<file path="src/rtl/apb2axil_if.sv">
// Bus bundle for the APB4-to-AXI4-Lite bridge: APB completer side plus AXI-Lite manager side.
// The bridge takes the slave modport; the requester/memory environment takes the master modport.
interface apb2axil_if #(
  parameter int unsigned AW = 32,
  parameter int unsigned DW = 32
);
  logic            psel;
  logic            penable;
  logic            pwrite;
  logic [AW-1:0]   paddr;
  logic [2:0]      pprot;
  logic [DW-1:0]   pwdata;
  logic [DW/8-1:0] pstrb;
  logic            pready;
  logic [DW-1:0]   prdata;
  logic            pslverr;

  logic [AW-1:0]   m_axi_awaddr;
  logic [2:0]      m_axi_awprot;
  logic            m_axi_awvalid;
  logic            m_axi_awready;
  logic [DW-1:0]   m_axi_wdata;
  logic [DW/8-1:0] m_axi_wstrb;
  logic            m_axi_wvalid;
  logic            m_axi_wready;
  logic [1:0]      m_axi_bresp;
  logic            m_axi_bvalid;
  logic            m_axi_bready;
  logic [AW-1:0]   m_axi_araddr;
  logic [2:0]      m_axi_arprot;
  logic            m_axi_arvalid;
  logic            m_axi_arready;
  logic [DW-1:0]   m_axi_rdata;
  logic [1:0]      m_axi_rresp;
  logic            m_axi_rvalid;
  logic            m_axi_rready;

  modport slave (
    input  psel, penable, pwrite, paddr, pprot, pwdata, pstrb,
    output pready, prdata, pslverr,
    output m_axi_awaddr, m_axi_awprot, m_axi_awvalid,
    input  m_axi_awready,
    output m_axi_wdata, m_axi_wstrb, m_axi_wvalid,
    input  m_axi_wready,
    input  m_axi_bresp, m_axi_bvalid,
    output m_axi_bready,
    output m_axi_araddr, m_axi_arprot, m_axi_arvalid,
    input  m_axi_arready,
    input  m_axi_rdata, m_axi_rresp, m_axi_rvalid,
    output m_axi_rready
  );

  modport master (
    output psel, penable, pwrite, paddr, pprot, pwdata, pstrb,
    input  pready, prdata, pslverr,
    input  m_axi_awaddr, m_axi_awprot, m_axi_awvalid,
    output m_axi_awready,
    input  m_axi_wdata, m_axi_wstrb, m_axi_wvalid,
    output m_axi_wready,
    output m_axi_bresp, m_axi_bvalid,
    input  m_axi_bready,
    input  m_axi_araddr, m_axi_arprot, m_axi_arvalid,
    output m_axi_arready,
    output m_axi_rdata, m_axi_rresp, m_axi_rvalid,
    input  m_axi_rready
  );
endinterface

</file>
<file path="src/rtl/apb2axil.sv">
// APB4 completer to AXI4-Lite manager bridge, one outstanding transfer, with response timeout
// and a drain phase that retires late AXI traffic without ever dropping a pending valid.
module apb2axil #(
  parameter int unsigned AW             = 32,
  parameter int unsigned DW             = 32,
  parameter int unsigned TIMEOUT_CYCLES = 1024
) (
  input logic       clk_i,
  input logic       rst_i,
  apb2axil_if.slave bus
);
  localparam int unsigned CW = (TIMEOUT_CYCLES > 1) ? $clog2(TIMEOUT_CYCLES) : 1;
  localparam logic [CW-1:0] CntMax = CW'((TIMEOUT_CYCLES > 0) ? TIMEOUT_CYCLES - 1 : 0);

  typedef enum logic [2:0] {StIdle, StWrReq, StWrResp, StRdReq, StRdResp, StDone, StDrain} state_e;

  state_e          state_q, state_d;
  logic [AW-1:0]   addr_q, addr_d, hold_addr_q, hold_addr_d;
  logic [2:0]      prot_q, prot_d, hold_prot_q, hold_prot_d;
  logic [DW-1:0]   wdata_q, wdata_d, hold_wdata_q, hold_wdata_d;
  logic [DW/8-1:0] strb_q, strb_d, hold_strb_q, hold_strb_d;
  logic            wr_q, wr_d, hold_wr_q, hold_wr_d, hold_q, hold_d;
  logic            awvalid_q, awvalid_d, wvalid_q, wvalid_d, arvalid_q, arvalid_d;
  logic [DW-1:0]   prdata_q, prdata_d;
  logic            pslverr_q, pslverr_d;
  logic            pend_q, pend_d;
  logic [CW-1:0]   cnt_q, cnt_d;

  logic aw_ok, w_ok, setup, timeout, bready, rready, resp_hs;
  logic unused_resp;

  // Only bit 1 of xRESP distinguishes error from success.
  assign unused_resp = bus.m_axi_bresp[0] ^ bus.m_axi_rresp[0];

  assign setup   = bus.psel && !bus.penable;
  assign aw_ok   = !awvalid_q || bus.m_axi_awready;
  assign w_ok    = !wvalid_q || bus.m_axi_wready;
  assign timeout = (TIMEOUT_CYCLES != 0) && (cnt_q == CntMax);
  assign bready  = (state_q == StWrReq) || (state_q == StWrResp) ||
                   (((state_q == StDone) || (state_q == StDrain)) && pend_q);
  assign rready  = (state_q == StRdReq) || (state_q == StRdResp) ||
                   (((state_q == StDone) || (state_q == StDrain)) && pend_q);
  assign resp_hs = wr_q ? (bus.m_axi_bvalid && bready) : (bus.m_axi_rvalid && rready);

  always_comb begin
    state_d      = state_q;
    addr_d       = addr_q;
    prot_d       = prot_q;
    wdata_d      = wdata_q;
    strb_d       = strb_q;
    wr_d         = wr_q;
    hold_d       = hold_q;
    hold_addr_d  = hold_addr_q;
    hold_prot_d  = hold_prot_q;
    hold_wdata_d = hold_wdata_q;
    hold_strb_d  = hold_strb_q;
    hold_wr_d    = hold_wr_q;
    awvalid_d    = awvalid_q && !bus.m_axi_awready;
    wvalid_d     = wvalid_q && !bus.m_axi_wready;
    arvalid_d    = arvalid_q && !bus.m_axi_arready;
    prdata_d     = prdata_q;
    pslverr_d    = pslverr_q;
    pend_d       = pend_q;
    cnt_d        = cnt_q;

    unique case (state_q)
      StIdle: begin
        cnt_d = '0;
        if (hold_q || setup) begin
          hold_d    = 1'b0;
          addr_d    = hold_q ? hold_addr_q  : bus.paddr;
          prot_d    = hold_q ? hold_prot_q  : bus.pprot;
          wdata_d   = hold_q ? hold_wdata_q : bus.pwdata;
          strb_d    = hold_q ? hold_strb_q  : bus.pstrb;
          wr_d      = hold_q ? hold_wr_q    : bus.pwrite;
          awvalid_d = wr_d;
          wvalid_d  = wr_d;
          arvalid_d = !wr_d;
          state_d   = wr_d ? StWrReq : StRdReq;
        end
      end
      StWrReq, StWrResp: begin
        cnt_d = cnt_q + CW'(1);
        if (aw_ok && w_ok && bus.m_axi_bvalid) begin
          prdata_d  = '0;
          pslverr_d = bus.m_axi_bresp[1];
          state_d   = StDone;
        end else if (timeout) begin
          prdata_d  = '0;
          pslverr_d = 1'b1;
          pend_d    = 1'b1;
          state_d   = StDone;
        end else if (aw_ok && w_ok) begin
          state_d = StWrResp;
        end
      end
      StRdReq, StRdResp: begin
        cnt_d = cnt_q + CW'(1);
        if ((!arvalid_q || bus.m_axi_arready) && bus.m_axi_rvalid) begin
          prdata_d  = bus.m_axi_rdata;
          pslverr_d = bus.m_axi_rresp[1];
          state_d   = StDone;
        end else if (timeout) begin
          prdata_d  = '0;
          pslverr_d = 1'b1;
          pend_d    = 1'b1;
          state_d   = StDone;
        end else if (!arvalid_q || bus.m_axi_arready) begin
          state_d = StRdResp;
        end
      end
      StDone: begin
        cnt_d = '0;
        if (pend_q && !resp_hs) begin
          state_d = StDrain;
        end else begin
          pend_d  = 1'b0;
          state_d = StIdle;
        end
      end
      StDrain: begin
        // Request regs still drive pending AXI valids, so a new setup goes to the hold regs.
        if (setup) begin
          hold_d       = 1'b1;
          hold_addr_d  = bus.paddr;
          hold_prot_d  = bus.pprot;
          hold_wdata_d = bus.pwdata;
          hold_strb_d  = bus.pstrb;
          hold_wr_d    = bus.pwrite;
        end
        if (resp_hs) begin
          pend_d  = 1'b0;
          state_d = StIdle;
        end
      end
      default: state_d = StIdle;
    endcase
  end

  always_ff @(posedge clk_i or posedge rst_i) begin
    if (rst_i) begin
      state_q      <= StIdle;
      addr_q       <= '0;
      prot_q       <= '0;
      wdata_q      <= '0;
      strb_q       <= '0;
      wr_q         <= 1'b0;
      hold_q       <= 1'b0;
      hold_addr_q  <= '0;
      hold_prot_q  <= '0;
      hold_wdata_q <= '0;
      hold_strb_q  <= '0;
      hold_wr_q    <= 1'b0;
      awvalid_q    <= 1'b0;
      wvalid_q     <= 1'b0;
      arvalid_q    <= 1'b0;
      prdata_q     <= '0;
      pslverr_q    <= 1'b0;
      pend_q       <= 1'b0;
      cnt_q        <= '0;
    end else begin
      state_q      <= state_d;
      addr_q       <= addr_d;
      prot_q       <= prot_d;
      wdata_q      <= wdata_d;
      strb_q       <= strb_d;
      wr_q         <= wr_d;
      hold_q       <= hold_d;
      hold_addr_q  <= hold_addr_d;
      hold_prot_q  <= hold_prot_d;
      hold_wdata_q <= hold_wdata_d;
      hold_strb_q  <= hold_strb_d;
      hold_wr_q    <= hold_wr_d;
      awvalid_q    <= awvalid_d;
      wvalid_q     <= wvalid_d;
      arvalid_q    <= arvalid_d;
      prdata_q     <= prdata_d;
      pslverr_q    <= pslverr_d;
      pend_q       <= pend_d;
      cnt_q        <= cnt_d;
    end
  end

  assign bus.pready        = (state_q == StDone);
  assign bus.prdata        = (state_q == StDone) ? prdata_q : '0;
  assign bus.pslverr       = (state_q == StDone) && pslverr_q;
  assign bus.m_axi_awaddr  = addr_q;
  assign bus.m_axi_awprot  = prot_q;
  assign bus.m_axi_awvalid = awvalid_q;
  assign bus.m_axi_wdata   = wdata_q;
  assign bus.m_axi_wstrb   = strb_q;
  assign bus.m_axi_wvalid  = wvalid_q;
  assign bus.m_axi_bready  = bready;
  assign bus.m_axi_araddr  = addr_q;
  assign bus.m_axi_arprot  = prot_q;
  assign bus.m_axi_arvalid = arvalid_q;
  assign bus.m_axi_rready  = rready;
endmodule
</file>
<file path="src/flat_wrapper.sv">
// flat-port wrapper written by rule: the top's interface ports become plain ports
module apb2axil_flat 
#(
  parameter int unsigned AW             = 32,
  parameter int unsigned DW             = 32,
  parameter int unsigned TIMEOUT_CYCLES = 1024
)
  (clk_i, rst_i, bus_psel, bus_penable, bus_pwrite, bus_paddr, bus_pprot, bus_pwdata, bus_pstrb, bus_pready, bus_prdata, bus_pslverr, bus_m_axi_awaddr, bus_m_axi_awprot, bus_m_axi_awvalid, bus_m_axi_awready, bus_m_axi_wdata, bus_m_axi_wstrb, bus_m_axi_wvalid, bus_m_axi_wready, bus_m_axi_bresp, bus_m_axi_bvalid, bus_m_axi_bready, bus_m_axi_araddr, bus_m_axi_arprot, bus_m_axi_arvalid, bus_m_axi_arready, bus_m_axi_rdata, bus_m_axi_rresp, bus_m_axi_rvalid, bus_m_axi_rready);
  apb2axil_if #(.AW(AW), .DW(DW)) bus_i ();
  input logic clk_i;
  input logic rst_i;
  input wire logic [$bits(bus_i.psel)-1:0] bus_psel;
  input wire logic [$bits(bus_i.penable)-1:0] bus_penable;
  input wire logic [$bits(bus_i.pwrite)-1:0] bus_pwrite;
  input wire logic [$bits(bus_i.paddr)-1:0] bus_paddr;
  input wire logic [$bits(bus_i.pprot)-1:0] bus_pprot;
  input wire logic [$bits(bus_i.pwdata)-1:0] bus_pwdata;
  input wire logic [$bits(bus_i.pstrb)-1:0] bus_pstrb;
  output wire logic [$bits(bus_i.pready)-1:0] bus_pready;
  output wire logic [$bits(bus_i.prdata)-1:0] bus_prdata;
  output wire logic [$bits(bus_i.pslverr)-1:0] bus_pslverr;
  output wire logic [$bits(bus_i.m_axi_awaddr)-1:0] bus_m_axi_awaddr;
  output wire logic [$bits(bus_i.m_axi_awprot)-1:0] bus_m_axi_awprot;
  output wire logic [$bits(bus_i.m_axi_awvalid)-1:0] bus_m_axi_awvalid;
  input wire logic [$bits(bus_i.m_axi_awready)-1:0] bus_m_axi_awready;
  output wire logic [$bits(bus_i.m_axi_wdata)-1:0] bus_m_axi_wdata;
  output wire logic [$bits(bus_i.m_axi_wstrb)-1:0] bus_m_axi_wstrb;
  output wire logic [$bits(bus_i.m_axi_wvalid)-1:0] bus_m_axi_wvalid;
  input wire logic [$bits(bus_i.m_axi_wready)-1:0] bus_m_axi_wready;
  input wire logic [$bits(bus_i.m_axi_bresp)-1:0] bus_m_axi_bresp;
  input wire logic [$bits(bus_i.m_axi_bvalid)-1:0] bus_m_axi_bvalid;
  output wire logic [$bits(bus_i.m_axi_bready)-1:0] bus_m_axi_bready;
  output wire logic [$bits(bus_i.m_axi_araddr)-1:0] bus_m_axi_araddr;
  output wire logic [$bits(bus_i.m_axi_arprot)-1:0] bus_m_axi_arprot;
  output wire logic [$bits(bus_i.m_axi_arvalid)-1:0] bus_m_axi_arvalid;
  input wire logic [$bits(bus_i.m_axi_arready)-1:0] bus_m_axi_arready;
  input wire logic [$bits(bus_i.m_axi_rdata)-1:0] bus_m_axi_rdata;
  input wire logic [$bits(bus_i.m_axi_rresp)-1:0] bus_m_axi_rresp;
  input wire logic [$bits(bus_i.m_axi_rvalid)-1:0] bus_m_axi_rvalid;
  output wire logic [$bits(bus_i.m_axi_rready)-1:0] bus_m_axi_rready;
  assign bus_i.psel = bus_psel;
  assign bus_i.penable = bus_penable;
  assign bus_i.pwrite = bus_pwrite;
  assign bus_i.paddr = bus_paddr;
  assign bus_i.pprot = bus_pprot;
  assign bus_i.pwdata = bus_pwdata;
  assign bus_i.pstrb = bus_pstrb;
  assign bus_pready = bus_i.pready;
  assign bus_prdata = bus_i.prdata;
  assign bus_pslverr = bus_i.pslverr;
  assign bus_m_axi_awaddr = bus_i.m_axi_awaddr;
  assign bus_m_axi_awprot = bus_i.m_axi_awprot;
  assign bus_m_axi_awvalid = bus_i.m_axi_awvalid;
  assign bus_i.m_axi_awready = bus_m_axi_awready;
  assign bus_m_axi_wdata = bus_i.m_axi_wdata;
  assign bus_m_axi_wstrb = bus_i.m_axi_wstrb;
  assign bus_m_axi_wvalid = bus_i.m_axi_wvalid;
  assign bus_i.m_axi_wready = bus_m_axi_wready;
  assign bus_i.m_axi_bresp = bus_m_axi_bresp;
  assign bus_i.m_axi_bvalid = bus_m_axi_bvalid;
  assign bus_m_axi_bready = bus_i.m_axi_bready;
  assign bus_m_axi_araddr = bus_i.m_axi_araddr;
  assign bus_m_axi_arprot = bus_i.m_axi_arprot;
  assign bus_m_axi_arvalid = bus_i.m_axi_arvalid;
  assign bus_i.m_axi_arready = bus_m_axi_arready;
  assign bus_i.m_axi_rdata = bus_m_axi_rdata;
  assign bus_i.m_axi_rresp = bus_m_axi_rresp;
  assign bus_i.m_axi_rvalid = bus_m_axi_rvalid;
  assign bus_m_axi_rready = bus_i.m_axi_rready;
  apb2axil #(.AW(AW), .DW(DW), .TIMEOUT_CYCLES(TIMEOUT_CYCLES)) u_core (.clk_i(clk_i), .rst_i(rst_i), .bus(bus_i));
endmodule
</file>
<file path="config.mk">
export PLATFORM = sky130hd
export DESIGN_NAME = apb2axil_flat
export DESIGN_NICKNAME = d
export VERILOG_FILES = /design/src/rtl/apb2axil_if.sv /design/src/rtl/apb2axil.sv /design/src/flat_wrapper.sv
export SDC_FILE = /design/constraint.sdc
export NUM_CORES = 1
export LEC_CHECK = 0
export CORE_UTILIZATION = 43
export CTS_CLUSTER_SIZE = 16
export DETAILED_ROUTE_END_ITERATION = 8
export PLACE_DENSITY = 0.77
export SYNTH_ARGS = -nofsm -noshare
export SYNTH_HDL_FRONTEND = slang
export SYNTH_SLANG_ARGS = --single-unit
</file>
<file path="constraint.sdc">
create_clock -name clk_i -period 6.3 [get_ports clk_i]
set_input_delay 0.945 -clock clk_i [delete_from_list [all_inputs] [get_ports clk_i]]
set_output_delay 0.945 -clock clk_i [all_outputs]
set_load 0.05 [all_outputs]
</file>
# Word-level counts from Yosys, hierarchy flattened
# Index checks and enable logic that the tools add are counted.
[totals]
regBits = 195
in_bits = 117
output_inout_bits = 145
wordCells = 121
[op_classes]
add_sub_neg = 1
eq_ne = 15
muxes = 42
n_reduce_logical = 44
[ops]
columns = ["operator", "count"]
rows = [
  ["2-to-1 mux 32 bit", 6],
  ["case mux 32 bit (2 select lines)", 1],
  ["2-to-1 mux 3 bit", 10],
  ["case mux 10 bit (2 select lines)", 1],
  ["2-to-1 mux 1 bit", 18],
  ["case mux 3 bit (5 select lines)", 1],
  ["logical AND 1 bit", 12],
  ["adder 10 x 1 -> 10 bit, second input constant", 1],
  ["equality test 10 bit, second input constant", 1],
  ["equality test 3 bit, second input constant", 3],
  ["zero test 1 bit", 9],
  ["logical OR 1 bit", 9],
  ["inequality test 4 x 1 -> 1 bit, second input constant", 2],
  ["equality test 3 x 2 -> 1 bit, second input constant", 2],
  ["inequality test 2 x 1 -> 1 bit, second input constant", 3],
  ["inequality test 2 bit, second input constant", 3],
  ["nonzero test 2 bit", 3],
  ["OR reduction 2 bit", 3],
  ["AND reduction 5 bit", 1],
  ["2-to-1 mux 4 bit", 1],
  ["case mux 1 bit (2 select lines)", 2],
  ["case mux 1 bit (4 select lines)", 1],
  ["AND reduction 2 bit", 2],
  ["AND reduction 4 bit", 1],
  ["6 further kinds", 6],
]

# Longest topological paths before layout
# Gate-level depths: netlist (run 1).
[logic_depth]
ltp_word = 10
mapped_depth = 10
depth_no_buf = 6

# Worst setup path before layout (run 1)
# OpenSTA, ideal clock, no wires.
[synth_path]
path_type = "register to output"
from = "register u_core.state_q[0]"
to = "output port bus_prdata[22]"
t_arrival_ps = 2036
required_time_ps = 5355
path_slack_ps = 3319
path_stages_with_launch = 6
n_path_buf = 2
cell_sequence = "dfrtp_1 -> buf_2 -> nand2b_1 -> nor2_1 -> clkbuf_1 -> and2_1"
[synth_between]
elab_chain_len = 2
[synth_rtl]
columns = ["element", "line_no", "source"]
rows = [
  ["start, declared", "apb2axil.sv:17", "state_e state_q, state_d;"],
  ["start signal, assigned", "apb2axil.sv:142", "state_q <= StIdle;"],
  ["start signal, assigned", "apb2axil.sv:162", "state_q <= state_d;"],
  ["equality test 3 bit", "n/a", ""],
  ["via bus_pready", "flat_wrapper.sv:19", "output wire logic [$bits(bus_i.pready)-1:0] bus_pready;"],
  ["2-to-1 mux 32 bit", "apb2axil.sv:185", "assign bus.prdata = (state_q == StDone) ? prdata_q : '0;"],
  ["end, declared", "flat_wrapper.sv:20", "output wire logic [$bits(bus_i.prdata)-1:0] bus_prdata;"],
]
# The timed path passes the listed nets, and every way through them passes these cells.

# Worst setup path in the final report (run 1)
[layout_path]
from = "register u_core.state_q[2]"
to = "output port bus_prdata[22]"
[layout_between]
elab_chain_len = 2
[layout_rtl]
columns = ["element", "line_no"]
rows = [
  ["equality test 3 bit", "apb2axil.sv:185"],
  ["2-to-1 mux 32 bit", "apb2axil.sv:185"],
]
# Every way passes these cells.

==> flow_metrics.tcl, run 1 <==
set metrics [dict create \
    grt_usage_pct 20.1 \
    core_area_um2 19700 \
    slew_headroom_pct 28.9 \
    overflow 0 \
    fillers 1595 \
    final_net_count 1075 \
    cts_sinks 195 \
    finalHoldViolations 0 \
    synth_edf_count 0 \
    crit_fanout 35 \
    slew_violations 0 \
    worst_ep_arrival_time_ns 2.90 \
    hold_buffers 0 \
    regArea_um2 4880 \
    p_int_uw 3360 \
    insertion_delay_ns 0.43 \
    initial_core_util_pct 44.5 \
    synth_area_leaders "dfrtp_1, mux2_2, mux2i_1" \
    synthMuxAreaShare_pct 17.8 \
    yosys.area_share.simple_pct 8.91 \
    path_cells "inv_1 > nor2_1 > buf_4 > and2_1 > clkdlybuf4s50_1" \
    whs_path_depth 2 \
    ir_drop_mv 0.280 \
    critPathLaunchType "register" \
    reg2reg_from "u_core.state_q[2]" \
    drive_gt1_share_pct 12.4 \
    row_count 51 \
    tightest_slew_ns 1.07 \
    maxCapViolCount 0 \
    htree_num_levels 4 \
    cts.clk_slew.worst_paths_ns 0.08 \
    synth_top_family_by_area "multiplexers" \
    ys_seq_area_share_pct 55.6 \
    synthCells 755 \
    ff2ff_path_depth 4 \
    io_pins 262 \
    syn_avg_cell_area_um2 11.6 \
    synth_top_area_share_pct 55.6 \
    critPathBufInv 3 \
    crit_type "register to primary output" \
    async_reset_ff_share_pct 100 \
    place_area_um2 11300 \
    die_w_um 145 \
    synthAdderAreaFrac_pct 0.143 \
    syn_area_um2 8780 \
    post_cts_resized 0 \
    hold_end "u_core.bus.m_axi_wdata[30]" \
    dpl.hpwl_um 13600 \
    period_needed_ns 3.85 \
    setup_violations 0 \
    skew_ns 0.0220 \
    yosys.area_share.xor_xnor_pct 0.898 \
    port_buffers 259 \
    p_clk_share_pct 17.8 \
    drc 0 \
    crit_family "buffers and inverters" \
    viasPerCell 5.05 \
    synthDistinctLibCells 42 \
    wirelength_um 20200 \
    synth-seq-cells 195 \
    antenna_cells 0 \
    outcome "completed" \
    synth_top_area_cell "dfrtp_1" \
    die_area_um2 21000 \
    multi_input_area_um2 3360 \
    drtIter0Drc 280 \
    r2r_end "u_core.hold_addr_q[10]" \
    worst_ep_required_time_ns 5.35 \
    cts_buffers 17 \
    pwr-share-comb_pct 48.0 \
    syn-num-nets 873 \
    p_per_area_nw_per_um2 516 \
    yosysWarnings 0 \
    wl_per_cell_um 16.4 \
    syn2layout_area_growth_pct 35.4 \
    fin_cells 1235 \
    pwr-share-seq_pct 34.2 \
    routed-via-count 6240 \
    firstDrtPassIters 4 \
    switching_share_pct 45.2 \
    p_leak_uw 0.00509 \
    design_area_um2 11900 \
    min_period_over_period_pct 61.1 \
    hold_class "register to register" \
    cts_setup_buffers 0 \
    synth_most_common_cell "dfrtp_1" \
    clockBufferDepth 2 \
    rsz0062_at_grt "no" \
    antenna_found_initial 0 \
    synth_common_cells "dfrtp_1, o21ai_0, nand2_1" \
    grt_pass1_wl_um 32300 \
    max_freq_mhz 260 \
    min-delay-start "u_core.bus.m_axi_wdata[30]" \
    max_stage_delay_ns 0.81 \
    cts_tree "built" \
    gp_congestion 0.810 \
    synth_ff_type "dfrtp_1" \
    dp.cells 1203 \
    grt_max_degree 149 \
    synth_compound_area_share_pct 10.4 \
    die-height_um 145 \
    grt_pass1_vias 6294 \
    fin_setup_tns_ns 0 \
    p_switching_uw 2770 \
    antenna_left 0 \
    reg2reg_slack_ns 3.33 \
    root_buffer "clkbuf_16" \
    crit_path_end_kind "primary output" \
    crit_path_top_delay_cell "clkdlybuf4s50_1" \
]
## per-layer routing
metal | global-route usage (%) | up-vias | routed length [µm]
li1 | - | 2997 | -
met3 | 7.96 | 17 | 1950
met4 | 6.09 | 0 | 281
met1 | 23.4 | 3006 | 8380
met5 | 0 | - | 0
met2 | 34.0 | 220 | 9610
## stage by stage
stage,power (µW),util (%),worst slack [ns],hold slack (ns)
2_1_floorplan,4240,-,0.0428,0.458
3_3_place_gp,5020,57.1,2.81,0.460
3_5_place_dp,5080,57.1,2.78,0.469
4_1_cts,6190,60.3,2.42,0.488
5_1_grt,6480,60.3,2.26,0.505
6_report,6130,60.3,2.45,0.482
## tightest hold or removal path, delay by kind of cell, from the launching register on
kind	cells	cell delay, ns
AOI/OAI and AO/OA	1	0.06
and+or+nand+nor	1	0.04
DFF	1	0.35
## cells by family (layout without fill, tap and decap cells)
kind of cell             count (synthesis)  in the layout
flip-flops                             195            195
XOR/XNOR                                 9              9
AND/OR/NAND/NOR                        166            166
multiplexers                           147            147
AO/OA/AOI/OAI                          145            145
buffers and inverters                   92            307
adder cells (fa/ha/maj)                  1              1
## cell type report
class | instances | area share (%)
clock buffers | 17 | 3.58
clock inverters | 15 | 1.62
inverters | 9 | 0.347
multi-input cells | 468 | 28.3
flip-flops and latches | 195 | 41.1
well taps | 265 | 2.79
repair buffers | 266 | 22.3
## flip-flops by register name, indices dropped and copies added (netlist names), 3 cells and up
| signal | count |
|---|---|
| u_core.bus.m_axi_araddr | 32 |
| u_core.prdata_q | 32 |
| u_core.bus.m_axi_wdata | 32 |
| u_core.bus.m_axi_arprot | 3 |
| u_core.hold_addr_q | 32 |
| u_core.bus.m_axi_wstrb | 4 |
| u_core.hold_wdata_q | 32 |
| u_core.cnt_q | 10 |
| u_core.hold_prot_q | 3 |
| u_core.state_q | 3 |
| u_core.hold_strb_q | 4 |
## cell usage in the layout (no fill, tap or decap), types with 3 or more instances in the layout
master,n
a21oi_1,16
a22o_1,32
nor2_1,28
xnor2_1,6
clkbuf_16,17
o21ai_0,81
nand4_1,4
and3_1,3
mux2_2,73
clkdlybuf4s50_1,259
and2_1,35
inv_8,3
nand2_1,78
inv_1,8
dfrtp_1,194
nand2b_1,5
xor2_1,3
nand3_1,3
mux2i_1,74
a31oi_1,5
clkinv_4,4
buf_4,7
clkinv_8,8
## how the worst max path moves through the flow
stage,from,to,cells past startpoint
after global routing,u_core.state_q[2],bus_prdata[22],5
after global placement,bus_penable,u_core.bus.m_axi_araddr[20],6
after detailed placement,bus_penable,u_core.bus.m_axi_araddr[3],6
final,u_core.state_q[2],bus_prdata[22],5
after floorplan,rst_i,u_core.bus.m_axi_araddr[0],1
after CTS,u_core.state_q[2],bus_prdata[22],5
## power groups by stage
stage / registers, µW / logic (µW) / clock network [µW]
floorplan: 2700 / 1540 / 0
global placement: 2100 / 2930 / 0
detailed placement: 2120 / 2960 / 0
CTS: 2100 / 2970 / 1120
global route: 2170 / 3150 / 1160
finish: 2100 / 2950 / 1090
Power figures use the tool's default switching activity.
==> inputs of run 2 (changes only) <==
- CORE_UTILIZATION: 43 -> 48
- PLACE_DENSITY: 0.77 -> 0.81
- clock period: 6.3 -> 3.8 ns (I/O delays scaled with it)
==> flow_metrics.tcl, run 2 (synthesis gave the netlist of run 1 again) <==
set metrics [dict create \
    outcome "completed" \
    power_uw 10100 \
    drtIter0Drc 308 \
    antenna_left 0 \
    initial_core_util_pct 48.9 \
    cts.clk_slew.worst_paths_ns 0.07 \
    viasPerCell 5.23 \
    maxCapViolCount 0 \
    use_met1_pct 26.3 \
    regArea_um2 4880 \
    routed-via-count 6283 \
    io_pins 262 \
    max_stage_delay_ns 0.86 \
    worst_ep_arrival_time_ns 2.60 \
    crit_path_end_kind "primary output" \
    pwr-share-comb_pct 48.7 \
    cts_buffers 17 \
    die-height_um 137 \
    finalHoldViolations 0 \
    multi_input_area_um2 3360 \
    cts_sinks 195 \
    hold_buffers 0 \
    post_cts_resized 0 \
    fin_setup_tns_ns 0 \
    period_needed_ns 3.17 \
    whs_ns 0.477 \
    final_common_cell "clkdlybuf4s50_1" \
    grt_pass1_vias 6180 \
    drc 0 \
    tightest_slew_ns 0.914 \
    use_met2_pct 35.2 \
    switching_share_pct 44.4 \
    drive_gt1_share_pct 15.9 \
    layout_common_cells "clkdlybuf4s50_1, dfrtp_1, o21ai_0" \
    final_net_count 1078 \
    root_buffer "clkbuf_16" \
    setup_violations 0 \
    grt_usage_pct 21.9 \
    die_area_um2 18800 \
    port_buffers 259 \
    pwr-share-seq_pct 34.2 \
    slew_violations 0 \
    wirelength_um 20100 \
    p_int_uw 5620 \
    row_count 49 \
    worst_ep_required_time_ns 3.23 \
    hold_class "register to register" \
    rsz0062_at_grt "no" \
    p_switching_uw 4490 \
    fin_util_pct 65.5 \
    skew_ns 0.00972 \
    critPathLaunchType "register" \
    crit_path_top_delay_cell "clkdlybuf4s50_1" \
    syn2layout_area_growth_pct 34.1 \
    grt_pass1_wl_um 31600 \
    fillers 1406 \
    path_cells "inv_1 > nor2_1 > clkdlybuf4s50_1" \
    overflow 0 \
    met3_usage_pct 8.72 \
    min_period_over_period_pct 83.3 \
    ir_drop_mv 0.492 \
    max_freq_mhz 316 \
    p_clk_share_pct 17.1 \
    antenna_found_initial 1 \
    grt_max_degree 86 \
    antenna_cells 0 \
    crit_type "register to primary output" \
    insertion_delay_ns 0.43 \
    p_leak_uw 0.00516 \
    cts_tree "built" \
    firstDrtPassIters 4 \
    slew_headroom_pct 39.1 \
    die_w_um 137 \
    clockBufferDepth 2 \
    core_area_um2 18000 \
    crit_fanout 22 \
    gp_congestion 0.825 \
    wl_per_cell_um 16.7 \
    busiest_layer "met2" \
    htree_num_levels 4 \
    dpl.hpwl_um 13800 \
    p_per_area_nw_per_um2 859 \
    cts_setup_buffers 0 \
]
==> run 2: cell count changes in the layout (fill, tap and decap cells not counted), sizes merged <==
cell           delta
buf              +36
bufinv            +1
clkbuf            +2
clkdlybuf4s50    -33
clkinv            -9
clkinvlp          +5
inv               +1
==> run 2: routing by layer <==
layer	vias up	part of all wire (%)
li1	3004	-
met1	3004	41
met2	241	47
met5	-	0.065
met4	2	2.3
met3	32	10
==> run 2: critical path, delay by kind of cell, from the launching register on <==
kind,cells,cell delay [ns]
buf+inv,2,1.10
flops,1,0.78
simple gates,1,0.29
==> run 2: power groups by stage <==
stage,sequential (µW),clock [µW],combinational (µW)
2_1_floorplan,4480,0,2550
3_3_place_gp,3450,0,4870
3_5_place_dp,3490,0,4940
4_1_cts,3460,1780,4960
5_1_grt,3570,1850,5240
6_report,3450,1730,4930
==> run 2: final timing paths <==
path	startpoint	to	slack [ns]	cells after the start
max in group asynchronous	rst_i	u_core.bus.m_axi_wdata[22]	2.29	3
worst max register to register	u_core.state_q[2]	u_core.state_q[0]	0.99	6
worst min-delay path	u_core.bus.m_axi_wdata[0]	u_core.bus.m_axi_wdata[0]	0.48	2
min in group asynchronous	rst_i	u_core.hold_addr_q[3]	0.63	2
worst max-delay path	u_core.state_q[2]	bus_pready	0.63	3
worst min register to register	u_core.bus.m_axi_wdata[0]	u_core.bus.m_axi_wdata[0]	0.48	2
==> run 2: layout make-up <==
class | instances | share of cell area, %
flip-flops and latches | 195 | 41.5
multi-input cells | 468 | 28.6
repair buffers | 269 | 22.4
clock buffers | 19 | 3.76
well taps | 229 | 2.43
clock inverters | 13 | 1.06
inverters | 9 | 0.319
==> run 2: stage by stage <==
stage	std cells	setup slack (ns)	area, µm²
2_1_floorplan	755	0.712	8780
3_3_place_gp	1170	1.03	11200
3_5_place_dp	1170	1.02	11200
4_1_cts	1202	0.686	11800
5_1_grt	1202	0.554	11800
6_report	1202	0.634	11800
